File: src/rtl/shift_pkg.sv
// shift_pkg: operation encoding, flag bit indices and shift-amount width helper
package shift_pkg;
  typedef enum logic [2:0] {
    NOP = 3'd0,
    LSL = 3'd1,
    LSR = 3'd2,
    ASR = 3'd3,
    ROR = 3'd4,
    ROL = 3'd5
  } shift_op_e;
  localparam int FLAG_C = 1;
  localparam int FLAG_Z = 0;
  function automatic int shw_of(input int w);
    return $clog2(w);
  endfunction
endpackage

File: src/rtl/shift_level.sv
// shift_level: one barrel level moving data by DIST bit positions when enabled
module shift_level
  import shift_pkg::*;
#(
  parameter int W    = 32,
  parameter int DIST = 1
) (
  input  logic [W-1:0] data,
  input  shift_op_e    op,
  input  logic         en,
  output logic [W-1:0] q
);
  logic [W-1:0] s;
  assign s = op == LSL ? data << DIST :
             op == LSR ? data >> DIST :
             op == ASR ? $unsigned($signed(data) >>> DIST) :
             op == ROR ? {data[DIST-1:0], data[W-1:DIST]} :
             op == ROL ? {data[W-DIST-1:0], data[W-1:W-DIST]} : data;
  assign q = en ? s : data;
endmodule

File: src/rtl/pipelined_shift_unit.sv
// pipelined_shift_unit: barrel shifter/rotator split over STAGES registered stages with valid/ready
module pipelined_shift_unit
  import shift_pkg::*;
#(
  parameter int W      = 32,
  parameter int STAGES = 2
) (
  input  logic         clk,
  input  logic         rst,
  input  logic         in_valid,
  output logic         in_ready,
  input  logic [W-1:0] in_a,
  input  logic [W-1:0] in_b,
  input  shift_op_e    in_op,
  output logic         out_valid,
  input  logic         out_ready,
  output logic [W-1:0] out_result,
  output logic [1:0]   out_flag
);
  localparam int SHW = shw_of(W);
  logic           stall;
  logic           c0;
  logic           r_z;
  logic           unused_ok;
  logic [SHW-1:0] sh0, il, ir;
  logic [W-1:0]   lin [SHW];
  logic [W-1:0]   lout [SHW];
  logic [W-1:0]   st [STAGES];
  logic [W-1:0]   r_d [STAGES];
  shift_op_e      s_op [STAGES];
  shift_op_e      r_op [STAGES];
  logic [SHW-1:0] s_sh [STAGES];
  logic [SHW-1:0] r_sh [STAGES];
  logic           s_c [STAGES];
  logic           r_c [STAGES];
  logic           s_v [STAGES];
  logic           r_v [STAGES];
  assign sh0 = in_b[SHW-1:0];
  assign il = -sh0;
  assign ir = sh0 - SHW'(1);
  assign c0 = sh0 == '0 ? 1'b0 :
              (in_op == LSL || in_op == ROL) ? in_a[il] :
              (in_op == LSR || in_op == ASR || in_op == ROR) ? in_a[ir] : 1'b0;
  assign stall = out_valid && !out_ready;
  assign in_ready = !stall;
  assign out_valid = r_v[STAGES-1];
  assign out_result = r_d[STAGES-1];
  assign out_flag[FLAG_C] = r_c[STAGES-1];
  assign out_flag[FLAG_Z] = r_z;
  assign unused_ok = ^{in_b, r_sh[STAGES-1], r_op[STAGES-1]};
  for (genvar j = 0; j < STAGES; j++) begin : g_src
    if (j == 0) begin : g_in
      assign s_op[j] = in_op;
      assign s_sh[j] = sh0;
      assign s_c[j] = c0;
      assign s_v[j] = in_valid;
    end else begin : g_reg
      assign s_op[j] = r_op[j-1];
      assign s_sh[j] = r_sh[j-1];
      assign s_c[j] = r_c[j-1];
      assign s_v[j] = r_v[j-1];
    end
  end
  for (genvar k = 0; k < SHW; k++) begin : g_lvl
    localparam int S = k * STAGES / SHW;
    if (k == 0) begin : g_first
      assign lin[k] = in_a;
    end else if ((k - 1) * STAGES / SHW != S) begin : g_cut
      assign lin[k] = r_d[S-1];
    end else begin : g_chain
      assign lin[k] = lout[k-1];
    end
    shift_level #(.W(W), .DIST(1 << k)) u_lvl (
      .data(lin[k]),
      .op  (s_op[S]),
      .en  (s_sh[S][k]),
      .q   (lout[k])
    );
    if (k == SHW - 1 || (k + 1) * STAGES / SHW != S) begin : g_last
      assign st[S] = lout[k];
    end
  end
  always_ff @(posedge clk) begin
    if (rst) begin
      r_z <= 1'b0;
      for (int i = 0; i < STAGES; i++) begin
        r_v[i] <= 1'b0;
        r_d[i] <= '0;
        r_op[i] <= NOP;
        r_sh[i] <= '0;
        r_c[i] <= 1'b0;
      end
    end else if (!stall) begin
      r_z <= st[STAGES-1] == '0;
      for (int i = 0; i < STAGES; i++) begin
        r_v[i] <= s_v[i];
        r_d[i] <= st[i];
        r_op[i] <= s_op[i];
        r_sh[i] <= s_sh[i];
        r_c[i] <= s_c[i];
      end
    end
  end
endmodule

File: config.mk
export PLATFORM = sky130hd
export DESIGN_NAME = pipelined_shift_unit
export DESIGN_NICKNAME = d
export VERILOG_FILES = /design/src/rtl/shift_pkg.sv /design/src/rtl/shift_level.sv /design/src/rtl/pipelined_shift_unit.sv
export SDC_FILE = /design/constraint.sdc
export NUM_CORES = 1
export LEC_CHECK = 0
export BUFFER_PORTS_ARGS = -buffer_cell sky130_fd_sc_hd__buf_2
export CAP_MARGIN = 20
export CORE_ASPECT_RATIO = 1.25
export CORE_MARGIN = 10
export CORE_UTILIZATION = 38
export CTS_BUF_LIST = sky130_fd_sc_hd__clkbuf_16
export DETAILED_ROUTE_END_ITERATION = 6
export HOLD_SLACK_MARGIN = 0.1
export MAX_ROUTING_LAYER = met4
export PLACE_DENSITY = 0.61
export SKIP_LAST_GASP = 1
export SLEW_MARGIN = 15
export SYNTH_ARGS = -nofsm -noshare
export SYNTH_HDL_FRONTEND = slang
export SYNTH_SLANG_ARGS = --single-unit
File: constraint.sdc
create_clock -name clk -period 7.67 [get_ports clk]
set_clock_uncertainty 0.1 [all_clocks]
set_input_delay 1.1505 -clock clk [delete_from_list [all_inputs] [get_ports clk]]
set_output_delay 1.1505 -clock clk [all_outputs]
set_load 0.02 [all_outputs]
==> summary.txt <==
Routing
  • Vias: 11.1k
  • TritonRoute pass-1 iters: 7
  • Routed Antenna Nets: 0
  • DR WL/cell: 25.7 um
  • DR iter-0 viols: 1389
  • Routed WL: 41300 um
  • Post-DR vias/cell: 6.89
  • DRC: 2

Placement
  • Final Wtd Congestion: 1.03
  • Dpl cells: 1588
  • Detail Placement HPWL: slightly below 30000 um
  • I/O Buffers: 79
  • Dpl cell area: 10200 sq um
  • Setup slack at placement: between 2000 and 3000 ps

Layout
  • Area Growth Syn to Fin: 7.87%
  • Nets: approximately 1.3k
  • Post-Layout Cell Count: around 1.6k
  • Fin area: between 10000 and 15000 sq um
  • Diodes inserted: 0
  • Post-layout util: 0.415
  • Share of post-route cells with drive strength above 1: 0.150

Power
  • Power density over the cells: 163 nW/um^2
  • Combinational power share: 0.424
  • Clk pwr share: 0.262
  • Sw frac: 0.394
  • Lkg Pwr: 3.85 nW
  • Switching power total: slightly below 0.7 mW
  • Worst VDD drop: 0.000116 V
  • Cell Int Power: 1.04 mW
  • Power after layout: about 1.7 mW
  • Power share of the sequential group: 0.315

Synth
  • Synth Area in Compound Gates: 0.394
  • Share of the synthesized area in the top cell type: 0.225
  • Synth area leaders: edfxtp_1, a21oi_1, nand2_1
  • Synth area leader: edfxtp_1
  • Seq/Total Area, Yosys: 0.227
  • Mux cell area share after synthesis: 0.0677
  • Ys Warns: 0
  • Syn avg cell area: 7.61 sq um
  • Post-Synth Adder-Cell Area: 0.00257
  • Cells after Synth: 1280
  • Top_reg_cell synth: edfxtp_1
  • Mapped cell area: 9740 sq um
  • Async S/R FF share, synth: 0
  • Top-count cell post-synth: nand2_1
  • XOR/XNOR share of the synthesized area: 0.00450
  • Mapped Nets: approximately 1.4k
  • Synthesized flop and latch total: 74
  • Number of enable flip-flop cells after synthesis: 73
  • Largest family of logic cells by synthesized area: compound AO/OA/AOI/OAI gates
  • Simple logic cell fraction of the synthesized area: 0.224
  • Commonest cells in the netlist: nand2_1, nor2_1, a21oi_1
  • Post-synth cell types: between 80 and 90

Setup path
  • CP startpoint kind: input port
  • Worst Setup End Kind: flop
  • CP max FO: 77
  • Slowest stage cell, crit path: buf_4
  • WS Path Type: input port to flop
  • Arrival time worst endpoint: 4770 ps
  • Cell Chain, Critical Path: buf_4 -> buf_4 -> nand2_1 -> nand3_1 -> o211ai_1 -> o221ai_1 -> nor2_1 -> or4_1 -> o211a_1 -> nor3_1
  • Buf/Inv on CP: 2
  • Most frequent cell on the critical path: buf_4
  • Crit-path leading delay family: simple AND/OR/NAND/NOR gates
  • CP required: between 7000 and 8000 ps
  • Slowest stage delay, CP: 630 ps

Timing
  • Rel. slew slack: 0.349
  • Final Hold Viols: 0
  • Setup TNS: 0 ps
  • Max Fclk: 210 MHz
  • Fin crit share: 0.620
  • Worst Slack Setup Final: 2910 ps
  • Worst-Margin Slew: 970 ps
  • Hold_ws: 380 ps
  • RSZ-0062 raised after global routing: no
  • Fin crit period: 4760 ps
  • Max Slew Vio Count: 0
  • Setup violations, final: 0

Run
  • Number of max-cap violations: 0

GRT
  • First-pass GRT wire length: 63000 um
  • Initial antenna violation count: 0
  • Vias in the first global route: 10.4k
  • Largest net degree at the start of global routing: 78
  • All-Layer GR Usage: 0.253
  • GRT Residual Overflow: 0

Min path
  • Hold WC Path Type: flop to flop

Clocking
  • Clock slew at reported path FFs: 60 ps
  • Post-CTS Setup Inserts: 0
  • CTS HTree Levels: 3
  • Cts hold-fix bufs: 0
  • Clk sink count: 74
  • CTS root buf: clkbuf_16
  • CTS resizes: 0
  • TritonCTS clock tree: yes
  • Worst skew pair latency: 340 ps
  • CTS Buf Count: 9
  • Max Buffers Root-to-Sink: 2

Floorplanning
  • # rows: 65
  • Die ar.: 32500 sq um
  • Core area: 25300 sq um
  • Initial core utilization: 0.385
  • Die Wd: 163 um
  • Io pins: 107
  • Die Y: a little under 200 um

Status
  • Violated checks: DRC
  • Run status: finished with violations
-- cell usage in the layout, fill, tap and decap left out, types with 12 or more instances in the layout --
master / count
a221o_1: 14
o211ai_1: 16
nand3_1: 25
nor2b_1: 30
nor2_1: 115
buf_4: 39
o21ai_1: 13
edfxtp_1: 73
o31ai_1: 12
o22ai_1: 28
a211oi_1: 27
nand2_1: 126
o221ai_1: 28
a22oi_1: 18
o21ai_0: 91
mux2i_1: 22
mux4_2: 18
inv_1: 30
nor3_1: 22
a21oi_1: 98
a22o_1: 12
a32oi_1: 14
buf_2: 77
nand2b_1: 20
a221oi_1: 28
a31oi_1: 25
and2_1: 26
-- per-layer routing --
layer,vias to the layer above,track usage,wire [um]
met3,159,0.0364,3640
met1,5204,0.293,15500
met2,723,0.409,19600
li1,4970,-,-
met4,0,0.147,2550
met5,-,-,0
-- power groups by stage --
stage | Clock [mW] | Sequential (mW) | Combinational (mW)
after floorplan | 0 | 0.567 | 0.469
after global placement | 0 | 0.547 | 0.704
after detailed placement | 0 | 0.548 | 0.705
after CTS | 0.454 | 0.540 | 0.708
after global routing | 0.471 | 0.546 | 0.781
final | 0.449 | 0.540 | 0.728
-- registers in the layout, indices dropped and copies added, names as in the netlist --
| register | count |
|---|---|
| r_d | 64 |
| r_op | 3 |
| r_c | 2 |
| r_sh | 2 |
| r_v | 2 |
| r_z | 1 |
-- cells by family after synthesis --
family                   after synthesis
AO/OA/AOI/OAI                        544
XOR/XNOR                               5
adder cells (fa/ha/maj)                2
buffers and inverters                175
flip-flops                            74
multiplexers                          43
AND/OR/NAND/NOR                      437
-- path summary, 6_finish.rpt --
path | slack, ps | endpoint | startpoint | cells after the start
max | 2910 | r_d[0][29]$_SDFFCE_PN0P_ | in_op[1] | 10
min | 380 | r_z$_SDFFE_PP0N_ | r_z$_SDFFE_PP0N_ | 1
max reg2reg | 3760 | r_z$_SDFFE_PP0N_ | r_op[0][2]$_SDFFCE_PN0P_ | 9
min reg2reg | 380 | r_z$_SDFFE_PP0N_ | r_z$_SDFFE_PP0N_ | 1
-- cell type report --
cell class	instances	area (sq um)
flip-flops and latches	74	2210
fillers	2618	14800
well taps	335	419
clock buffers	9	225
multi-input cells	1031	6750
clock inverters	7	101
inverters	33	124
repair buffers	116	678
-- worst reg2reg max path: stages (launching register included) --
cell	delay, ps
edfxtp_1	350
buf_4	330
nor2b_1	530
o21ai_1	440
o221ai_1	410
a22oi_1	210
a2111oi_0	600
nand4_1	210
nor4_1	470
a32o_1	230
(Power assumes the default switching activity.)
